File: src/rtl/fetch_pc_unit.sv
// Program counter and IF/ID pipeline latch: fetch-address check, stall/flush
// handling and a running count of instructions latched for decode.
module fetch_pc_unit #(
    parameter logic [31:0] TEXT_START  = 32'h0000_3000,
    parameter logic [31:0] TEXT_END    = 32'h0000_6FFF,
    parameter logic [31:0] KTEXT_START = 32'h0000_4180,
    parameter logic [31:0] KTEXT_END   = 32'h0000_4FFF,
    parameter logic [4:0]  EXC_ADEL    = 5'd4
) (
    input  logic        clk,
    input  logic        reset,
    input  logic [31:0] npc,
    input  logic        stall,
    input  logic        flush,
    input  logic        branch_in_id,
    input  logic [31:0] im_rdata,
    output logic [31:0] pc,
    output logic [31:0] id_instr,
    output logic [31:0] id_pc,
    output logic        id_bd,
    output logic [4:0]  id_exc,
    output logic        id_valid,
    output logic [31:0] fetch_count
);

    typedef struct packed {
        logic [31:0] instr;
        logic [31:0] pc;
        logic        bd;
        logic [4:0]  exc;
        logic        valid;
    } ifid_t;

    logic [31:0] pc_q;
    logic [31:0] count_q;
    ifid_t       ifid_q;
    ifid_t       fetch_d;
    ifid_t       bubble_d;

    logic misaligned;
    logic in_user;
    logic in_kernel;
    logic bad_addr;

    // Fetch check is purely on the registered pc, so it is stable all cycle.
    always_comb begin
        misaligned = (pc_q[1:0] != 2'b00);
        in_user    = (pc_q >= TEXT_START)  && (pc_q <= TEXT_END);
        in_kernel  = (pc_q >= KTEXT_START) && (pc_q <= KTEXT_END);
        bad_addr   = misaligned || !(in_user || in_kernel);
    end

    always_comb begin
        fetch_d.instr = bad_addr ? 32'h0000_0000 : im_rdata;
        fetch_d.pc    = pc_q;
        fetch_d.bd    = branch_in_id;
        fetch_d.exc   = bad_addr ? EXC_ADEL : 5'd0;
        fetch_d.valid = 1'b1;
    end

    // A flushed slot keeps the redirect target as its PC for CP0 reporting.
    always_comb begin
        bubble_d.instr = 32'h0000_0000;
        bubble_d.pc    = npc;
        bubble_d.bd    = 1'b0;
        bubble_d.exc   = 5'd0;
        bubble_d.valid = 1'b0;
    end

    always_ff @(posedge clk or posedge reset) begin
        if (reset) begin
            pc_q    <= TEXT_START;
            ifid_q  <= '0;
            count_q <= 32'd0;
        end else if (flush) begin
            pc_q   <= npc;
            ifid_q <= bubble_d;
        end else if (!stall) begin
            pc_q    <= npc;
            ifid_q  <= fetch_d;
            count_q <= count_q + 32'd1;
        end
    end

    assign pc          = pc_q;
    assign id_instr    = ifid_q.instr;
    assign id_pc       = ifid_q.pc;
    assign id_bd       = ifid_q.bd;
    assign id_exc      = ifid_q.exc;
    assign id_valid    = ifid_q.valid;
    assign fetch_count = count_q;

endmodule

File: config.mk
export PLATFORM = sky130hd
export DESIGN_NAME = fetch_pc_unit
export DESIGN_NICKNAME = d
export VERILOG_FILES = /design/src/rtl/fetch_pc_unit.sv
export SDC_FILE = /design/constraint.sdc
export NUM_CORES = 1
export LEC_CHECK = 0
export CORE_UTILIZATION = 48
export DETAILED_ROUTE_END_ITERATION = 7
export PLACE_DENSITY = 0.86
export SYNTH_ARGS = -nofsm -noshare
export SYNTH_HDL_FRONTEND = slang
export SYNTH_SLANG_ARGS = --single-unit
File: constraint.sdc
create_clock -name clk -period 9.55 [get_ports clk]
set_input_delay 0.955 -clock clk [delete_from_list [all_inputs] [get_ports clk]]
set_output_delay 0.955 -clock clk [all_outputs]
set_load 0.005 [all_outputs]
Word level (Yosys, flattened, before mapping). Index checks and enable logic that the tools add are counted.

Output and inout port bits: 135. Bits of input ports: 69. Logic and storage cells: 28. Register bits: 135.

Multiplexer cells: 6. Magnitude comparators: 4. Bitwise operators: 2. Equality and inequality tests: 1. Reductions and logical operators: 7. Add/subtract/negate cells: 1.

Operators by type and width (number): 71-bit 2-to-1 mux (2); 32-bit 2-to-1 mux (3); 32-bit by 15-bit less-or-equal comparator with 1-bit output, second input constant (2); 32-bit by 1-bit adder with 32-bit output, second input constant (1); 32-bit by 14-bit greater-or-equal comparator with 1-bit output, second input constant (1); 32-bit by 15-bit greater-or-equal comparator with 1-bit output, second input constant (1); 3-bit 2-to-1 mux (1); 1-bit logical AND (2); 1-bit logical OR (2); 2-bit by 1-bit inequality test with 1-bit output, second input constant (1); 1-bit inverter (2); 2-bit AND reduction (1); 2-bit nonzero test (1); 1-bit logical NOT (1).

Longest topological paths before layout.
Depth in word-level cells: 8. Depth in mapped cells: 6. Mapped depth without buffers: 5.

Worst setup path after synthesis. Ideal clock, no wire load.

Path kind: input to register. Start: in flush. End: reg count_q[20] (netlist: fetch_count[20]). Data required time: 9.425 ns. Path buffers: 1. Stages: 5. Arrival time: 2.073 ns. Slack: 7.352 ns. Setup time: 0.125 ns. Path through: buf_6 or3b_4 nor4_4 nand4_1 xnor2_1.

Longest elaborated chain between the ends: 2.

RTL lines: from (decl) (RTL line 14) `input logic flush,`; 1-bit inverter (no source line); 2-bit AND reduction (no source line); to (signal assigned) (RTL line 81) `count_q <= count_q + 32'd1;`; to (decl) (RTL line 35) `logic [31:0] count_q;`.

Every way passes these cells. A chain may end at the register's enable or synchronous reset.

Final worst setup path.
Start: in flush. End: reg pc_q[24] (netlist: pc[24]).

Longest elaborated chain between the ends: 1. Elaborated cells on any way between the ends: 2. Classes of those cells: eq/ne: 1; mux: 1.

RTL lines: 2-bit by 1-bit inequality test with 1-bit output (no source line) or 32-bit 2-to-1 mux (tied branches); to (signal assigned) (RTL line 76) `pc_q <= npc;`; to (signal assigned) (RTL line 79) `pc_q <= npc;`; to (decl) (RTL line 34) `logic [31:0] pc_q;`.

Parallel ways exist; a longest one is shown, timed or not.

==> impl_metrics.csv <==
group,metric,value,unit
outcome,status,"finished, final reports clean",
synth,synthSimpleGateAreaFrac,17.81,%
sta,rsz0062_at_grt,"no",
critical_path,critPathArrivalTime,3.11,ns
critical_path,critPathLaunchType,"input port",
synth,post-synth-top-count-cell,"nand2_1",
sta,fin_ws,6.780,ns
placed_design,pre_cts_ws,6.372,ns
global_routing,overflow,0,
route,drt-pass1-iter-count,4,
synth,ys_warn_count,0,
sta,hold_viol_final,0,
critical_path,cp.depth,4,
sta,fmax,0.3610,GHz
synth,synth_top_area_cell,"dfrtp_1",
synth,synth.area.mux_share,6.186,%
min_path,hold_depth,1,
critical_path,reg2reg_slack,7.62,ns
critical_path,path_buf_inv,1,
finish,drive_gt1_share,7.102,%
synth,ys_ff_latch,131,
clocking,htree_levels,4,
clocking,postCtsSetupBuffers,0,
floorplan,num_rows,38,
placed_design,port-buffer-count,199,
synth,syn_inst,497,
critical_path,crit_path_end_kind,"flip-flop",
synth,syn_area,5522,sq um
critical_path,cp_common_cell,"nand2_1",
synth,synthArstFlopShare,100.0,%
finish,fill_cells,763,
global_routing,grt_max_degree,74,
clocking,cts.repair.resized,0,
floorplan,die_width,109.3,um
clocking,ctsHoldBuffers,0,
placed_design,dp_hpwl,10150,um
synth,synth.distinct_cells,33,
critical_path,reg2reg_depth,5,
placed_design,gp_congestion,0.8281,
synth,synth_compound_gate_area_share,8.067,%
global_routing,track_usage,25.76,%
route,route.detailed.drc,0,
floorplan,chipHeight,109.3,um
sta,slew_violations,0,
synth,synth_top_family_by_area,"simple AND/OR/NAND/NOR gates",
synth,synth-xor-area-share,5.076,%
synth,synthTopCellsByCount,"nand2_1 (139), dfrtp_1 (129), mux2i_1 (33), a22o_1 (32), o21ai_0 (32)",
synth,synth_fa_ha_area_share,0.2266,%
sta,setup_tns,0,ns
finish,fin_nets,763,
power,power.density,183.2,nW/um^2
sta,finClkSkew,0.007297,ns
route,route.vias.total,4547,
job,cap_violations,0,
route,avgRoutedWirePerCell,17.73,um
finish,area_delta_synth_final,47.99,%
clocking,clkLatencyLatePin,0.41,ns
floorplan,start_util,50.06,%
floorplan,ioPinCount,204,
clocking,numCtsBuffers,17,
synth,synth_edf_count,0,
clocking,clkTransAtPathRegs,0.05,ns
power,p_leak,3.734,nW
synth,synth_ff_type,"dfrtp_1",
synth,syn_avg_cell_area,11.11,sq um
sta,final-setup-viol-count,0,
floorplan,core_area,11030,sq um
route,ant_nets,0,
critical_path,slowest_stage,"nand2b_1",
min_path,worstHoldPathType,"reg -> reg",
clocking,cts.sinks,131,
route,drtIter0Drc,240,
global_routing,antenna_found_initial,0,
power,vdd_drop_max,0.0001306,V
global_routing,grt_pass1_wl,23200,um
synth,yosysTopAreaCellShare,58.46,%
sta,finalCritPeriodShare,29.01,%
floorplan,die_area,11940,sq um
critical_path,crit_family,"simple AND/OR/NAND/NOR gates",
global_routing,first_global_vias,4550,
sta,worst_pin_slew,1.196,ns
clocking,cts_root_buffer,"clkbuf_16",
critical_path,max_stage_delay,1.02,ns
critical_path,cp_data_required_time,9.89,ns
critical_path,path_class,"in -> reg",
sta,slew-limit-headroom,20.29,%
synth,ys_top_cells_by_area,"dfrtp_1 (58%), nand2_1 (9.4%), mux2i_1 (6.0%)",
critical_path,critPathMaxFanout,73,
sta,post-route-min-period,2.770,ns
finish,diodes,0,
critical_path,cp_cell_sequence,"buf_2 > nand2b_1 > nand2_1 > nand2_1",
route,vias_per_cell,5.387,
clocking,cts_tree,"done",
synth,seq_area_frac_synth,59.42,%
clocking,cts_buffer_depth,2,
route,routed_wl,14970,um
==> logic make-up (layout without fill, tap and decap cells) <==
family	after synthesis	count (layout)
xor gates and xnor gates	32	32
and+or+nand+nor	200	200
buffers and inverters	33	237
AOI/OAI and AO/OA	65	65
adders and majority gates	1	1
DFF	131	131
muxes	34	34
other	1	4
==> state kept, by name (all words and copies together) (netlist names) <==
register and count:
fetch_count 32, id_instr 32, id_pc 32, pc 32
id_bd 1, id_exc 1, id_valid 1
==> cell type report <==
type	count	area (sq um)	share of cell area, %
inverters	4	17.52	0.2144
clock inverters	9	130.1	1.592
clock buffers	21	470.5	5.757
multi-input cells	336	2086	25.52
well taps	140	175.2	2.144
repair buffers	203	2012	24.62
flip-flops and latches	131	3281	40.15
==> path summary, 6_finish.rpt <==
kind | end | startpoint
setup / recovery | pc[24] | flush
hold / removal | fetch_count[31] | fetch_count[31]
setup reg to reg | id_instr[19] | pc[24]
hold reg to reg | fetch_count[31] | fetch_count[31]
max in group asynchronous | pc[15] | reset
min in group asynchronous | fetch_count[30] | reset
==> where the power goes <==
| part | internal [W] | switching [W] |
|---|---|---|
| logic | 0.000117 | 0.0000817 |
| registers | 0.000593 | 0.0000441 |
| clock network | 0.000427 | 0.000233 |
| total | 0.00114 | 0.000359 |
==> metal layers <==
metal | GRT usage, % | wire [um] | vias up
li1 | - | - | 2099
met1 | 30.00 | 5738 | 2259
met2 | 43.80 | 7854 | 161
met3 | 7.531 | 1005 | 28
met4 | 11.81 | 369 | 0
met5 | 0 | 0 | -
==> stage by stage <==
step | total power (W) | hold WS [ns] | util, % | cells | cell area, sq um
floorplan | 0.0007133 | 0.4577 | - | 500 | 5533
global placement | 0.0008349 | 0.4633 | 68.64 | 814 | 7571
detailed placement | 0.0008446 | 0.4625 | 68.64 | 814 | 7571
CTS | 0.001505 | 0.4739 | 74.08 | 844 | 8172
global route | 0.001555 | 0.4906 | 74.08 | 844 | 8172
finish | 0.001497 | 0.4729 | 74.08 | 844 | 8172
==> cells in the final DEF (no fill, tap or decap), types with 2 or more instances in the layout <==
cell,netlist,routed
dfstp_2,2,2
dfrtp_1,129,129
clkdlybuf4s50_1,0,197
inv_1,4,3
nand4_4,2,2
and3_1,5,5
a22o_1,32,32
nand2_1,139,139
xnor2_1,24,24
nor3_2,2,2
mux2i_1,33,33
clkinv_2,0,2
nand3_1,14,14
clkbuf_8,0,3
clkbuf_16,0,17
nor2_1,5,5
buf_2,4,2
and4_1,2,2
nor4_4,4,4
xor2_1,8,8
nand4_1,10,10
clkinvlp_4,0,4
nor4_1,7,7
bufinv_16,0,3
conb_1,1,4
nor3_1,4,4
buf_4,4,4
o21ai_0,32,32
Power figures use the tool's default switching activity.
